==> config.mk <==
export PLATFORM = sky130hd
export DESIGN_NAME = serial_adder_flat
export DESIGN_NICKNAME = d
export VERILOG_FILES = /design/src/rtl/serial_adder_if.sv /design/src/rtl/serial_adder.sv /design/src/flat_wrapper.sv
export SDC_FILE = /design/constraint.sdc
export NUM_CORES = 1
export LEC_CHECK = 0
export BUFFER_PORTS_ARGS = -buffer_cell sky130_fd_sc_hd__buf_2
export CAP_MARGIN = 20
export CORE_AREA = 2 2 63 65
export DETAILED_ROUTE_END_ITERATION = 8
export DIE_AREA = 0 0 65 67
export PLACE_DENSITY = 0.68
export SLEW_MARGIN = 10
export SYNTH_ARGS = -nofsm -noshare
export SYNTH_HDL_FRONTEND = slang
export SYNTH_SLANG_ARGS = --single-unit
export TNS_END_PERCENT = 10
==> constraint.sdc <==
create_clock -name clk -period 4.3 [get_ports clk]
set_input_delay 0.43 -clock clk [delete_from_list [all_inputs] [get_ports clk]]
set_output_delay 0.43 -clock clk [all_outputs]
set_load 0.02 [all_outputs]
==> src/rtl/serial_adder_if.sv <==
// Handshake and operand bundle for the bit-serial adder/subtractor.
// The ovf signal exists only when SERIAL_ADDER_OVF_EN is defined.
interface serial_adder_if #(
  parameter int WIDTH = 8
);
  logic             start;
  logic             sub;
  logic [WIDTH-1:0] a;
  logic [WIDTH-1:0] b;
  logic             cin;
  logic             busy;
  logic             done;
  logic [WIDTH-1:0] sum;
  logic             cout;
`ifdef SERIAL_ADDER_OVF_EN
  logic             ovf;
`endif

  modport master (
    output start, sub, a, b, cin,
    input  busy, done, sum, cout
`ifdef SERIAL_ADDER_OVF_EN
    , input ovf
`endif
  );

  modport slave (
    input  start, sub, a, b, cin,
    output busy, done, sum, cout
`ifdef SERIAL_ADDER_OVF_EN
    , output ovf
`endif
  );
endinterface

==> src/rtl/serial_adder.sv <==
// Bit-serial adder/subtractor: one full-adder step per clock, LSB first, WIDTH cycles.
// Define SERIAL_ADDER_OVF_EN to add the registered signed-overflow output ovf.
//
//   state | meaning
//   IDLE  | no result yet since reset, waiting for start
//   RUN   | shifting operands through the full adder, busy=1
//   DONE  | result held on sum/cout, done=1, start accepted directly
module serial_adder #(
  parameter int WIDTH = 8
) (
  input logic          clk,
  input logic          rst_n,
  serial_adder_if.slave bus
);
  localparam int CW = (WIDTH > 1) ? $clog2(WIDTH) : 1;

  typedef enum logic [1:0] {IDLE, RUN, DONE} state_t;

  state_t           state, state_next;
  logic [WIDTH-1:0] a_sr, b_sr, res_next, sum_q;
  logic [CW-1:0]    cnt;
  logic             carry, cout_q, s, c_next;
  logic             load, finish, last;
`ifdef SERIAL_ADDER_OVF_EN
  logic             ovf_q;
`endif

  assign s      = a_sr[0] ^ b_sr[0] ^ carry;
  assign c_next = (a_sr[0] & b_sr[0]) | (a_sr[0] & carry) | (b_sr[0] & carry);
  assign last   = (cnt == CW'(WIDTH - 1));

  always_ff @(posedge clk or negedge rst_n) begin
    if (!rst_n) state <= IDLE;
    else        state <= state_next;
  end

  always_comb begin
    state_next = state;
    load       = 1'b0;
    finish     = 1'b0;
    case (state)
      IDLE, DONE: begin
        if (bus.start) begin
          load       = 1'b1;
          state_next = RUN;
        end
      end
      RUN: begin
        if (last) begin
          finish     = 1'b1;
          state_next = DONE;
        end
      end
      default: state_next = IDLE;
    endcase
  end

  // Partial result: only WIDTH-1 bits need storing, the final bit goes straight to sum.
  generate
    if (WIDTH == 1) begin : g_w1
      assign res_next = s;
    end else begin : g_wn
      logic [WIDTH-2:0] part;
      always_ff @(posedge clk or negedge rst_n) begin
        if (!rst_n)            part <= '0;
        else if (load)         part <= '0;
        else if (state == RUN) part <= res_next[WIDTH-1:1];
      end
      assign res_next = {s, part};
    end
  endgenerate

  always_ff @(posedge clk or negedge rst_n) begin
    if (!rst_n) begin
      a_sr   <= '0;
      b_sr   <= '0;
      carry  <= 1'b0;
      cnt    <= '0;
      sum_q  <= '0;
      cout_q <= 1'b0;
`ifdef SERIAL_ADDER_OVF_EN
      ovf_q  <= 1'b0;
`endif
    end else begin
      if (load) begin
        a_sr  <= bus.a;
        b_sr  <= bus.sub ? ~bus.b : bus.b;
        carry <= bus.sub | bus.cin;
        cnt   <= '0;
      end else if (state == RUN) begin
        a_sr  <= a_sr >> 1;
        b_sr  <= b_sr >> 1;
        carry <= c_next;
        if (!last) cnt <= cnt + CW'(1);
      end
      if (finish) begin
        sum_q  <= res_next;
        cout_q <= c_next;
`ifdef SERIAL_ADDER_OVF_EN
        // carry still holds the carry into the MSB on the final step
        ovf_q  <= carry ^ c_next;
`endif
      end
    end
  end

  assign bus.busy = (state == RUN);
  assign bus.done = (state == DONE);
  assign bus.sum  = sum_q;
  assign bus.cout = cout_q;
`ifdef SERIAL_ADDER_OVF_EN
  assign bus.ovf  = ovf_q;
`endif
endmodule

==> src/flat_wrapper.sv <==
// flat-port wrapper written by rule: the top's interface ports become plain ports
module serial_adder_flat 
#(
  parameter int WIDTH = 8
)
  (clk, rst_n, bus_start, bus_sub, bus_a, bus_b, bus_cin, bus_busy, bus_done, bus_sum, bus_cout);
  serial_adder_if #(.WIDTH(WIDTH)) bus_i ();
  input logic clk;
  input logic rst_n;
  input wire logic [$bits(bus_i.start)-1:0] bus_start;
  input wire logic [$bits(bus_i.sub)-1:0] bus_sub;
  input wire logic [$bits(bus_i.a)-1:0] bus_a;
  input wire logic [$bits(bus_i.b)-1:0] bus_b;
  input wire logic [$bits(bus_i.cin)-1:0] bus_cin;
  output wire logic [$bits(bus_i.busy)-1:0] bus_busy;
  output wire logic [$bits(bus_i.done)-1:0] bus_done;
  output wire logic [$bits(bus_i.sum)-1:0] bus_sum;
  output wire logic [$bits(bus_i.cout)-1:0] bus_cout;
  assign bus_i.start = bus_start;
  assign bus_i.sub = bus_sub;
  assign bus_i.a = bus_a;
  assign bus_i.b = bus_b;
  assign bus_i.cin = bus_cin;
  assign bus_busy = bus_i.busy;
  assign bus_done = bus_i.done;
  assign bus_sum = bus_i.sum;
  assign bus_cout = bus_i.cout;
  serial_adder #(.WIDTH(WIDTH)) u_core (.clk(clk), .rst_n(rst_n), .bus(bus_i));
endmodule
Word level (Yosys, flattened, before mapping)
Index checks and enable logic that the tools add are counted.
{ "totals": {"reg_bits": 38, "inputBits": 21, "out_inout_bits": 11, "word_cells": 48} }
{ "classes": {"add_sub_neg": 1, "n_eq_ne": 6, "n_mux": 19, "bitwise_logic": 9, "n_reduce_logical": 5} }
{ "ops": {"columns": ["cell", "n"], "rows": [
  ["$mux W8", 5],
  ["$mux W7", 2],
  ["$mux W3", 3],
  ["$not A8 Y8", 1],
  ["$mux W1", 6],
  ["$mux W2", 2],
  ["$ne A2 B1 Y1 const B", 2],
  ["$pmux W2 S2", 1],
  ["$reduce_and A2 Y1", 2],
  ["$add A3 B1 Y3 const B", 1],
  ["$and A1 B1 Y1", 3],
  ["$eq A3 B3 Y1 const B", 1],
  ["$or A1 B1 Y1", 3],
  ["$eq A2 B1 Y1 const B", 1],
  ["$eq A2 B2 Y1 const B", 1],
  ["$logic_not A2 Y1", 1],
  ["$ne A2 B2 Y1 const B", 1],
  ["$reduce_bool A2 Y1", 1],
  ["$reduce_or A2 Y1", 1],
  ["$xor A1 B1 Y1", 2]
]} }

Logic depth before layout (Yosys ltp)
Gate-level depths: netlist (run 1).
{ "depth": {"depth_word": 5, "ltp_mapped": 6, "depth_no_buf": 5} }

Least setup slack after synthesis (run 1)
OpenSTA, ideal clock, no wires.
{ "synth_path": {"kind": "reg2reg", "startpoint": "reg u_core.cnt[0]", "endpoint": "reg u_core.cnt[0]", "setup_ps": 128, "arrival_time_ps": 1449, "required_time_ps": 4172, "setup_slack_ps": 2723, "path_stages_with_launch": 7, "path_buffers": 1, "synth_period_minus_slack_ps": 1577, "cell_sequence": "dfrtp_1 ha_1 ha_1 or3b_1 clkbuf_1 nand3_1 o21ai_0"} }
{ "synth_via": {"elab_chain_len": 4, "elab_cells_between_ends": 7, "cone_classes": "add/sub (1); eq/ne (2); mux (3); reduce/logical (1)"} }
{ "synth_lines": {"columns": ["element", "line_no", "rtl"], "rows": [
  ["start, declared", "serial_adder.sv:21", "logic [CW-1:0] cnt;"],
  ["start signal, assigned", "serial_adder.sv:94", "if (!last) cnt <= cnt + CW'(1);"],
  ["$add A3 B1 Y3", "serial_adder.sv:94", null],
  ["$mux W3", "serial_adder.sv:94", null],
  ["$mux W3", "serial_adder.sv:90", "end else if (state == RUN) begin"],
  ["$mux W3", "serial_adder.sv:85", "if (load) begin"]
]} }
Parallel ways exist; a longest one is shown, timed or not. The select of a mux whose other input is x is not followed.
A chain may end at the register's enable or synchronous reset.

Worst setup path in the final report (run 1)
{ "layout_path": {"startpoint": "reg u_core.state[1]", "endpoint": "out bus_busy"} }
{ "layout_via": {"elab_chain_len": 1} }
{ "layout_lines": {"columns": ["element", "line_no", "rtl"], "rows": [
  ["start, declared", "serial_adder.sv:19", "state_t state, state_next;"],
  ["start signal, assigned", "serial_adder.sv:34", "else state <= state_next;"],
  ["$eq A2 B1 Y1", "serial_adder.sv:107", "assign bus.busy = (state == RUN);"],
  ["end, declared", "flat_wrapper.sv:15", "output wire logic [$bits(bus_i.busy)-1:0] bus_busy;"]
]} }
No other way between the ends.

==> results_dict.tcl, run 1 <==
set metrics [dict create \
    synth_simple_gate_area_share_pct 8.04 \
    clk_latency_worst_skew_pair_ns 0.29 \
    timing.clock.skew_ns 0.00290 \
    grt_max_degree 39 \
    cts_post_setup_buffers_inserted 0 \
    register_clock_pin_slew_on_the_reported_worst_setup_and_hold_paths_ns 0.07 \
    tns_setup_ns 0 \
    yosys.area_share.adder_pct 2.58 \
    viasPerCell 5.03 \
    met2_wirelength_mm 1.36 \
    drt_pre_antenna_iters 4 \
    final.fill_count 318 \
    buffer_ports.inserted 31 \
    synth_seq_cells 38 \
    syn_inst 135 \
    layout.nets 189 \
    wirelength_mm 2.83 \
    synthesis.area_per_instance_um2 12.9 \
    antenna_found_initial 0 \
    antenna_violating_nets_post_route 0 \
    drc 0 \
    areaGrowthSynthToFinish_pct 13.9 \
    endpoint_kind "primary output" \
    tightest_slew_ns 0.816 \
    finalHoldViolCount 0 \
    vias 1076 \
    chipWidth_um 65 \
    grt_first_pass_wirelength_mm 4.76 \
    post-route-min-period_ns 2.09 \
    worst_slew_margin_rel_pct 45.6 \
    fin_util_pct 55.0 \
    post_synth_instance_area_um2 1740 \
    report.final.setup_viol 0 \
    gr-usage-all-layers_pct 14.9 \
    combinational_family_with_the_most_area_after_synthesis "multiplexers" \
    cts.hold.buffers_added 0 \
    synth_sequential_area_ratio_pct 54.6 \
    syn_nets 159 \
    yosysWarnings 0 \
    place_inst 206 \
    cellPowerDensity_nw_per_um2 727 \
    met3_wirelength_um 136 \
    status "finished clean" \
    design.die.area_um2 4360 \
    grt_setup_unrepaired "no" \
    cts.path.max_buffers 2 \
    cts_htree_levels 2 \
    drt-met1-wl_mm 1.26 \
    commonest_non_fill_non_tap_cell_in_the_layout "dfrtp_1" \
    start_util_pct 48.3 \
    num_rows 22 \
    post_route_clock_period_utilization_pct 48.6 \
    cts_repair_resize_count 0 \
    cts.sinks 38 \
    cts_inserted_buffers 5 \
    grt_overflow_total 0 \
    final_layout_size_suffix_gt1_share_pct 30.7 \
    die_h_um 67 \
    worst_ep_arrival_time_ns 1.66 \
    mostFrequentLayoutCells "38 x dfrtp_1, 31 x buf_2, 12 x a22o_1" \
    cts_tree "done" \
    min-delay-path-class "input pin to async pin" \
    required_ns 3.87 \
    vdd_ir_drop_max_v 0.000267 \
    synth_xor_xnor_area_share_pct 4.02 \
    fmaxAchievable_mhz 479 \
    critical_path_class "register to primary output" \
    routabilityCongestion 0.692 \
    first_global_vias 1054 \
    antenna-diode-count 0 \
    synth.area.mux_share_pct 13.5 \
    floorplan.io_pins 32 \
    totalPowerFinal_mw 1.44 \
    clock_tree.root_cell "clkbuf_8" \
    drt-initial-drc-count 27 \
    synth.distinct_cells 27 \
    highest-signal-layer "met4" \
    max_cap_violations 0 \
    drv_slew 0 \
    detailed_place_hpwl_mm 2.01 \
    final_design_area_no_fill_um2 1980 \
    worstSetupStartpointType "register" \
    synth_compound_gate_area_share_pct 12.5 \
    path_max_fanout 25 \
    placed_area_um2 1890 \
    total_leakage_power_nw 1.05 \
    floorplan.core_area_um2 3610 \
    routed_wire_length_per_instance_um 13.2 \
    stdcell_count 214 \
]
[sequential cells by signal, summed over array words and instances (netlist names)]
name,flops
u_core.bus.sum,8
u_core.g_wn.part,7
u_core.state,2
u_core.bus.cout,1
u_core.carry,1
u_core.cnt,3
u_core.b_sr,8
u_core.a_sr,8
[worst paths after layout]
path | start | endpoint | slack, ns | cells after the start
worst max-delay path | u_core.state[1]$_DFFE_PN0P_ | bus_busy | 2.21 | 2
worst min-delay path | rst_n | u_core.bus.sum[3]$_DFFE_PN0P_ | 0.22 | 1
worst max register to register | u_core.state[1]$_DFFE_PN0P_ | u_core.b_sr[6]$_DFFE_PN0P_ | 2.58 | 3
worst min register to register | u_core.a_sr[6]$_DFFE_PN0P_ | u_core.a_sr[6]$_DFFE_PN0P_ | 0.49 | 1
max in group asynchronous | rst_n | u_core.b_sr[1]$_DFFE_PN0P_ | 3.56 | 1
min in group clk | bus_start | u_core.state[1]$_DFFE_PN0P_ | 0.34 | 2
[where the power goes]
part | switching, mW | internal, mW
logic | 0.293 | 0.282
clock network | 0.122 | 0.129
registers | 0.0992 | 0.517
total | 0.514 | 0.929
[metrics by stage]
stage | hold WS, ns | setup slack (ns)
floorplan | 0.134 | 2.72
global placement | 0.473 | 2.55
detailed placement | 0.472 | 2.52
CTS | 0.260 | 2.18
global route | 0.301 | 2.11
finish | 0.224 | 2.21
[cells in the mapped netlist]
cell / instances / area, um^2
nand3_1: 3 / 15.0
a21o_1: 3 / 22.5
nand2_1: 11 / 41.3
inv_1: 3 / 11.3
a221o_1: 2 / 20.0
o21ai_0: 4 / 20.0
buf_12: 1 / 20.0
a22o_1: 12 / 105
nor2_4: 1 / 11.3
o21ai_1: 10 / 50.1
ha_1: 2 / 25.0
mux2_4: 9 / 135
dfrtp_1: 38 / 951
fa_1: 1 / 20.0
nor2b_4: 1 / 13.8
xor2_1: 7 / 61.3
buf_4: 1 / 7.51
nor2_1: 3 / 11.3
nand2_8: 1 / 20.0
buf_6: 2 / 22.5
or3b_1: 1 / 8.76
nand2b_1: 2 / 12.5
nor2b_1: 1 / 6.26
mux2i_1: 10 / 100
buf_2: 3 / 15.0
xnor2_1: 1 / 8.76
clkbuf_1: 2 / 7.51
[layer usage]
metal	track usage [%]	vias up
met5	0	-
met4	9.04	0
met3	4.39	7
met2	22.9	26
met1	18.6	511
li1	-	532
[cell families after synthesis]
family | count (synthesis)
buffers and inverters | 12
AND/OR/NAND/NOR | 24
multiplexers | 19
flip-flops | 38
AO/OA/AOI/OAI | 31
XOR/XNOR | 8
adder cells (fa/ha/maj) | 3
[worst max-delay path, stage by stage (launching register included)]
cell and delay [ns]:
dfrtp_1 0.43, nor2b_4 0.64, buf_2 0.29
[area by class of cell]
class	count	area, um^2	share of cell area, %
tap	48	60.1	3.03
sequential	38	951	47.9
multi-input combinational	85	708	35.7
timing repair buffer	32	163	8.20
inverter	3	11.3	0.567
clock inverter	1	5.00	0.252
clock buffer	7	86.3	4.35
Power figures use the tool's default switching activity.
==> inputs of run 2 (changes only) <==
--- a/config.mk
+++ b/config.mk
@@ -5,11 +5,12 @@
 export SDC_FILE = /design/constraint.sdc
 export NUM_CORES = 1
 export LEC_CHECK = 0
+export ABC_AREA = 1
 export BUFFER_PORTS_ARGS = -buffer_cell sky130_fd_sc_hd__buf_2
 export CAP_MARGIN = 20
-export CORE_AREA = 2 2 63 65
+export CORE_AREA = 2 2 64 66
 export DETAILED_ROUTE_END_ITERATION = 8
-export DIE_AREA = 0 0 65 67
+export DIE_AREA = 0 0 66 68
 export PLACE_DENSITY = 0.68
 export SLEW_MARGIN = 10
 export SYNTH_ARGS = -nofsm -noshare
==> constraint.sdc (replaced) <==
create_clock -name clk -period 2.1 [get_ports clk]
set_input_delay 0.21 -clock clk [delete_from_list [all_inputs] [get_ports clk]]
set_output_delay 0.21 -clock clk [all_outputs]
set_load 0.02 [all_outputs]
==> run 2 against run 1 <==
Global-route usage grew 1.9 points. Design area up 4.0%. Hold slack lost 0.19 ns. Setup slack got worse by 1.6 ns. Utilization fell by 1.5 points. Clock skew grew 0.0021 ns. Non-clock buffer count grew 1. First-iteration DRC count up 130%. Synthesized area up 4.1%. Wire length is 15% higher. Clock-buffer cell count is the same. Critical endpoint is now u_core.b_sr[7]$_DFFE_PN0P_. Largest cell class unchanged.
==> results_dict.tcl, run 2 <==
set metrics [dict create \
    gr-usage-all-layers_pct 16.9 \
    buffer_ports.inserted 31 \
    tightest_slew_ns 0.832 \
    yosysWarnings 0 \
    wirelength_mm 3.27 \
    antenna-diode-count 0 \
    cts_tree "done" \
    finalHoldViolCount 0 \
    drt_pre_antenna_iters 4 \
    register_clock_pin_slew_on_the_reported_worst_setup_and_hold_paths_ns 0.07 \
    synthesis.area_per_instance_um2 8.14 \
    grt_setup_unrepaired "no" \
    fraction_of_power_consumed_by_the_clock_network_pct 15.9 \
    synth.distinct_cells 18 \
    post_synth_instance_area_um2 1810 \
    worstSetupStartpointType "register" \
    status "finished clean" \
    power.switching_fraction_pct 40.6 \
    post_route_clock_period_utilization_pct 69.4 \
    clock_tree.root_cell "clkbuf_8" \
    final_layout_size_suffix_gt1_share_pct 20.8 \
    yosysTopAreaCell "dfrtp_1" \
    drt-initial-drc-count 63 \
    synth_seq_cells 38 \
    timing.clock.skew_ns 0.00505 \
    clk_latency_worst_skew_pair_ns 0.28 \
    total_leakage_power_nw 1.17 \
    fmaxAchievable_mhz 686 \
    async_reset_ff_share_pct 100 \
    endpoint_kind "register" \
    syn_inst 223 \
    min-delay-path-class "input pin to async pin" \
    vias 1432 \
    share_seq_of_total_power_pct 42.0 \
    num_rows 23 \
    floorplan.io_pins 32 \
    worst_slew_margin_rel_pct 44.5 \
    cts.path.max_buffers 2 \
    commonest_non_fill_non_tap_cell_in_the_layout "nand2_1" \
    synth_simple_gate_area_share_pct 28.6 \
    layout.nets 279 \
    netlist_top_cells_area "dfrtp_1 52%, nand2_1 22%, inv_1 5.0%" \
    synth_edf_count 0 \
    ys_top_cells_by_count "105 x nand2_1, 38 x dfrtp_1, 24 x inv_1, 16 x nand3_1, 8 x o21ai_2" \
    detailed_place_hpwl_mm 2.31 \
    synth_xor_xnor_area_share_pct 0.483 \
    cts_inserted_buffers 5 \
    tns_setup_ns 0 \
    antenna_found_initial 0 \
    cts_post_setup_buffers_inserted 0 \
    worst_ep_arrival_time_ns 1.61 \
    grt_overflow_total 0 \
    place_inst 298 \
    chipWidth_um 66 \
    max_cap_violations 0 \
    synth_most_common_cell "nand2_1" \
    syn_nets 247 \
    antenna_violating_nets_post_route 0 \
    drv_slew 0 \
    drc 0 \
    stdcell_count 305 \
    grt_first_pass_wirelength_mm 5.69 \
    critPathLaunch "u_core.state[0]$_DFFE_PN0P_" \
    net-switching-power_mw 1.16 \
    cts.sinks 38 \
    vdd_ir_drop_max_v 0.000604 \
    cts.hold.buffers_added 0 \
    cts_htree_levels 2 \
    top_area_cell_type_share_of_the_netlist_area_pct 52.4 \
    yosys.area_share.adder_pct 2.48 \
    viasPerCell 4.70 \
    areaGrowthSynthToFinish_pct 13.7 \
    report.final.setup_viol 0 \
    cts_repair_resize_count 0 \
    routabilityCongestion 0.817 \
    critical_path_class "register to register" \
    routed_wire_length_per_instance_um 10.7 \
    synth.area.mux_share_pct 0 \
    cellPowerDensity_nw_per_um2 1390 \
    die_h_um 68 \
    design.die.area_um2 4490 \
    floorplan.core_area_um2 3860 \
    reg2reg_from "u_core.state[0]$_DFFE_PN0P_" \
    path_max_fanout 19 \
    cell_internal_pwr_mw 1.70 \
    mostFrequentLayoutCells "105 x nand2_1, 38 x dfrtp_1, 31 x buf_2" \
    synth_sequential_area_ratio_pct 52.4 \
    post-route-min-period_ns 1.46 \
    start_util_pct 47.0 \
    grt_max_degree 39 \
    first_global_vias 1332 \
    required_ns 2.25 \
    synth_compound_gate_area_share_pct 7.38 \
    share_comb_of_total_power_pct 42.2 \
    ys.flop_type "dfrtp_1" \
    combinational_family_with_the_most_area_after_synthesis "simple AND/OR/NAND/NOR gates" \
]
==> run 2: changes by cell type after synthesis, sizes merged, moves of 3 or more <==
cell,previous run,this run
nand2,12,108
a22o,12,0
xor2,7,0
mux2i,10,0
mux2,9,0
nand3,3,16
o22ai,0,7
inv,3,26
a21o,3,0
==> run 2: final timing paths <==
path                                                        end  depth (start not counted)  slack [ns]
worst max-delay path                 u_core.b_sr[7]$_DFFE_PN0P_                          6        0.64
worst min-delay path              u_core.bus.sum[7]$_DFFE_PN0P_                          1        0.03
worst max register to register       u_core.b_sr[7]$_DFFE_PN0P_                          6        0.64
worst min register to register    u_core.bus.sum[1]$_DFFE_PN0P_                          2        0.48
max in group asynchronous       u_core.g_wn.part[4]$_DFFE_PN0P_                          1        1.54
min in group clk                     u_core.a_sr[7]$_DFFE_PN0P_                          3        0.12
==> run 2: stage by stage <==
step / power, mW / setup WS [ns] / area, um^2 / hold slack [ns] / utilization (%)
CTS: 2.90 / 0.632 / 2060 / 0.0508 / 53.5
finish: 2.86 / 0.642 / 2060 / 0.0315 / 53.5
global route: 3.15 / 0.458 / 2060 / 0.104 / 53.5
detailed placement: 2.44 / 0.627 / 1990 / 0.353 / 51.5
global placement: 2.40 / 0.678 / 1990 / 0.363 / 51.5
floorplan: 2.16 / 0.857 / 1810 / -0.0856 / -
==> run 2: layer usage <==
metal / share of wire (%) / vias to the layer above / track usage (%)
li1: - / 750 / -
met1: 46 / 650 / 20.1
met2: 48 / 27 / 29.2
met3: 4.3 / 5 / 3.95
met4: 1.5 / 0 / 7.65
met5: 0 / - / 0
==> run 2: area by class of cell <==
cell class | instances | area, um^2
multi-input combinational | 151 | 706
clock buffer | 7 | 76.3
sequential | 38 | 951
tap | 50 | 62.6
timing repair buffer | 33 | 170
fill | 379 | 1790
inverter | 26 | 97.6
==> run 2: cell families after synthesis <==
family	Yosys count
flip-flops	38
AND/OR/NAND/NOR	128
buffers and inverters	34
adder cells (fa/ha/maj)	3
AO/OA/AOI/OAI	19
XOR/XNOR	1
==> run 2: power groups by stage <==
stage               clock, mW  combinational (mW)  sequential (mW)
floorplan                   0               0.896             1.27
global placement            0                1.20             1.21
detailed placement          0                1.23             1.21
CTS                     0.470                1.23             1.20
global route            0.504                1.40             1.24
finish                  0.454                1.21             1.20
==> run 2: critical path, stage by stage (launching register included) <==
cell,delay (ns)
dfrtp_1,0.42
inv_2,0.10
nand2_2,0.21
nand2_2,0.28
inv_2,0.16
nand2_1,0.08
o21ai_0,0.07
==> inputs of run 3 (changes only) <==
--- a/config.mk
+++ b/config.mk
@@ -5,13 +5,13 @@
 export SDC_FILE = /design/constraint.sdc
 export NUM_CORES = 1
 export LEC_CHECK = 0
-export ABC_AREA = 1
+export ABC_AREA = 0
 export BUFFER_PORTS_ARGS = -buffer_cell sky130_fd_sc_hd__buf_2
 export CAP_MARGIN = 20
-export CORE_AREA = 2 2 64 66
+export CORE_AREA = 2 2 63 65
 export DETAILED_ROUTE_END_ITERATION = 8
-export DIE_AREA = 0 0 66 68
-export PLACE_DENSITY = 0.68
+export DIE_AREA = 0 0 65 67
+export PLACE_DENSITY = 0.71
 export SLEW_MARGIN = 10
 export SYNTH_ARGS = -nofsm -noshare
 export SYNTH_HDL_FRONTEND = slang
==> constraint.sdc (replaced) <==
create_clock -name clk -period 1.3 [get_ports clk]
set_input_delay 0.13 -clock clk [delete_from_list [all_inputs] [get_ports clk]]
set_output_delay 0.13 -clock clk [all_outputs]
set_load 0.02 [all_outputs]
==> run 3 against run 2 <==
The flow now finishes with violations (negative setup slack). Sequential share of layout area shrank 1.9 points. Total power is 81% higher. Setup slack worse by 0.79 ns. Register-to-register slack got worse by 0.79 ns. Cell count shrank 26%. Design area up 4.2%. Critical path depth is 1 lower. Via count is 21% lower. Global-route usage fell by 0.40 points. Clock power grew 81%. Hold slack better by 0.012 ns. Utilization rose by 6.1 points.
==> results_dict.tcl, run 3 (same netlist as run 1, synthesis figures left out) <==
set metrics [dict create \
    tns_setup_ns -1.50 \
    worstSetupStartpointType "register" \
    antenna_violating_nets_post_route 0 \
    max_cap_violations 0 \
    wirelength_mm 3.10 \
    post-route-min-period_ns 1.44 \
    routed_wire_length_per_instance_um 13.8 \
    grt_most_used_layer "met2" \
    drt-initial-drc-count 51 \
    required_ns 1.47 \
    drc 0 \
    layout.nets 200 \
    final_layout_size_suffix_gt1_share_pct 37.3 \
    worstPathCellList "ha_2, ha_4, buf_4, nand2_4, mux2_4" \
    violations_in_the_final_reports "negative setup slack" \
    cts_tree "done" \
    tightest_slew_ns 0.420 \
    grt_first_pass_wirelength_mm 5.29 \
    antenna_found_initial 0 \
    critical_path_class "register to register" \
    worst_path_max_delay_cell "dfrtp_1" \
    status "finished, violations left" \
    slowest_delay_ns 0.39 \
    use_met2_pct 26.9 \
    start_util_pct 48.3 \
    design.die.area_um2 4360 \
    floorplan.core_area_um2 3610 \
    share_comb_of_total_power_pct 44.7 \
    finalWorstSetupSlack_ns -0.143 \
    total_leakage_power_nw 1.12 \
    path_max_fanout 5 \
    antenna-diode-count 0 \
    timing.clock.skew_ns 0.00513 \
    first_global_vias 1148 \
    power.switching_fraction_pct 35.3 \
    register_clock_pin_slew_on_the_reported_worst_setup_and_hold_paths_ns 0.07 \
    met3_resource_use_gr_pct 5.41 \
    grt_overflow_total 0 \
    cts_inserted_buffers 5 \
    commonest_non_fill_non_tap_cell_in_the_layout "dfrtp_1" \
    drt_pre_antenna_iters 4 \
    grt_setup_unrepaired "yes" \
    net-switching-power_mw 1.83 \
    cts.path.max_buffers 2 \
    post_route_clock_period_utilization_pct 111 \
    areaGrowthSynthToFinish_pct 23.3 \
    floorplan.io_pins 32 \
    viasPerCell 5.05 \
    endpoint_kind "register" \
    clk_latency_worst_skew_pair_ns 0.29 \
    vias 1136 \
    num_rows 22 \
    vdd_ir_drop_max_v 0.000759 \
    gr-usage-all-layers_pct 16.5 \
    worst_ep_arrival_time_ns 1.62 \
    report.final.setup_viol 13 \
    routabilityCongestion 0.822 \
    cts_htree_levels 2 \
    cell_internal_pwr_mw 3.35 \
    finalHoldViolCount 0 \
    mostFrequentLayoutCells "38 x dfrtp_1, 29 x buf_2, 13 x o21ai_1" \
    min-delay-path-class "input pin to register" \
    placed_area_um2 1990 \
    grt_max_degree 26 \
    final_design_area_no_fill_um2 2150 \
    fmaxAchievable_mhz 693 \
    drv_slew 0 \
    buffer_ports.inserted 31 \
    gr-usage-met1_pct 19.8 \
    cellPowerDensity_nw_per_um2 2410 \
    cts.sinks 38 \
    die_h_um 67 \
    share_seq_of_total_power_pct 39.5 \
    worst_slew_margin_rel_pct 72.0 \
    detailed_place_hpwl_mm 2.23 \
    chipWidth_um 65 \
    clock_tree.root_cell "clkbuf_8" \
    fraction_of_power_consumed_by_the_clock_network_pct 15.8 \
]
## run 3: cell count changes in the layout (fill, tap and decap cells not counted), sizes merged, moves of 3 or more
cell / previous run / this run
a21o: 0 / 3
a22o: 0 / 12
buf: 33 / 41
inv: 26 / 3
mux2: 0 / 9
mux2i: 0 / 10
nand2: 108 / 13
nand3: 16 / 3
o22ai: 7 / 0
xor2: 0 / 7
## run 3: worst max-delay path, delay by kind of cell (launching register included)
family / cells / cell delay [ns]
adders and majority gates: 2 / 0.35
buffers and inverters: 1 / 0.16
DFF: 1 / 0.39
muxes: 1 / 0.30
and+or+nand+nor: 1 / 0.12
## run 3: what timing repair did
item                                    4_1_cts  5_1_grt
endpoints found under the setup margin       21       37
resized for setup                             7        3
hold buffers                                  1        0
hold endpoints to repair                     17        0
pin swaps                                     2        6
cloned                                        0        1
buffers inserted                              1        0
## run 3: metal layers
metal	routed length, um	vias up
met5	0	-
met4	54	0
met3	160	7
met2	1530	27
met1	1360	544
li1	-	558
## run 3: path summary, 6_finish.rpt
kind / from / to / slack, ns / cells past startpoint
max in group asynchronous: rst_n / u_core.b_sr[7]$_DFFE_PN0P_ / 0.54 / 3
worst min register to register: u_core.a_sr[6]$_DFFE_PN0P_ / u_core.a_sr[6]$_DFFE_PN0P_ / 0.49 / 1
min in group asynchronous: rst_n / u_core.bus.sum[1]$_DFFE_PN0P_ / 0.31 / 2
worst max register to register: u_core.cnt[1]$_DFFE_PN0P_ / u_core.bus.sum[5]$_DFFE_PN0P_ / -0.14 / 5
worst min-delay path: bus_a[3] / u_core.a_sr[3]$_DFFE_PN0P_ / 0.04 / 3
worst max-delay path: u_core.cnt[1]$_DFFE_PN0P_ / u_core.bus.sum[5]$_DFFE_PN0P_ / -0.14 / 5
## run 3: layout make-up
class	count	area, um^2
fill	312	1460
sequential	38	951
multi-input combinational	86	747
timing repair buffer	42	289
clock buffer	7	86.3
tap	48	60.1
inverter	3	11.3
clock inverter	1	5.00
## run 3: power by group through the flow
stage | clock [mW] | sequential [mW] | combinational (mW)
finish | 0.821 | 2.05 | 2.31
global route | 0.902 | 2.11 | 2.57
CTS | 0.855 | 2.05 | 2.30
detailed placement | 0 | 2.06 | 2.18
global placement | 0 | 2.03 | 2.09
floorplan | 0 | 2.14 | 1.60
## run 3: metrics by stage
step / hold slack (ns) / power, mW / setup WS (ns) / utilization [%] / cells
after floorplan: -0.166 / 3.73 / -0.147 / - / 135
after global placement: 0.0793 / 4.12 / -0.119 / 55.3 / 214
after detailed placement: 0.0894 / 4.25 / -0.208 / 55.3 / 214
after CTS: 0.0372 / 5.21 / -0.139 / 59.0 / 224
after global routing: 0.0389 / 5.58 / -0.171 / 59.6 / 225
final: 0.0439 / 5.18 / -0.143 / 59.6 / 225
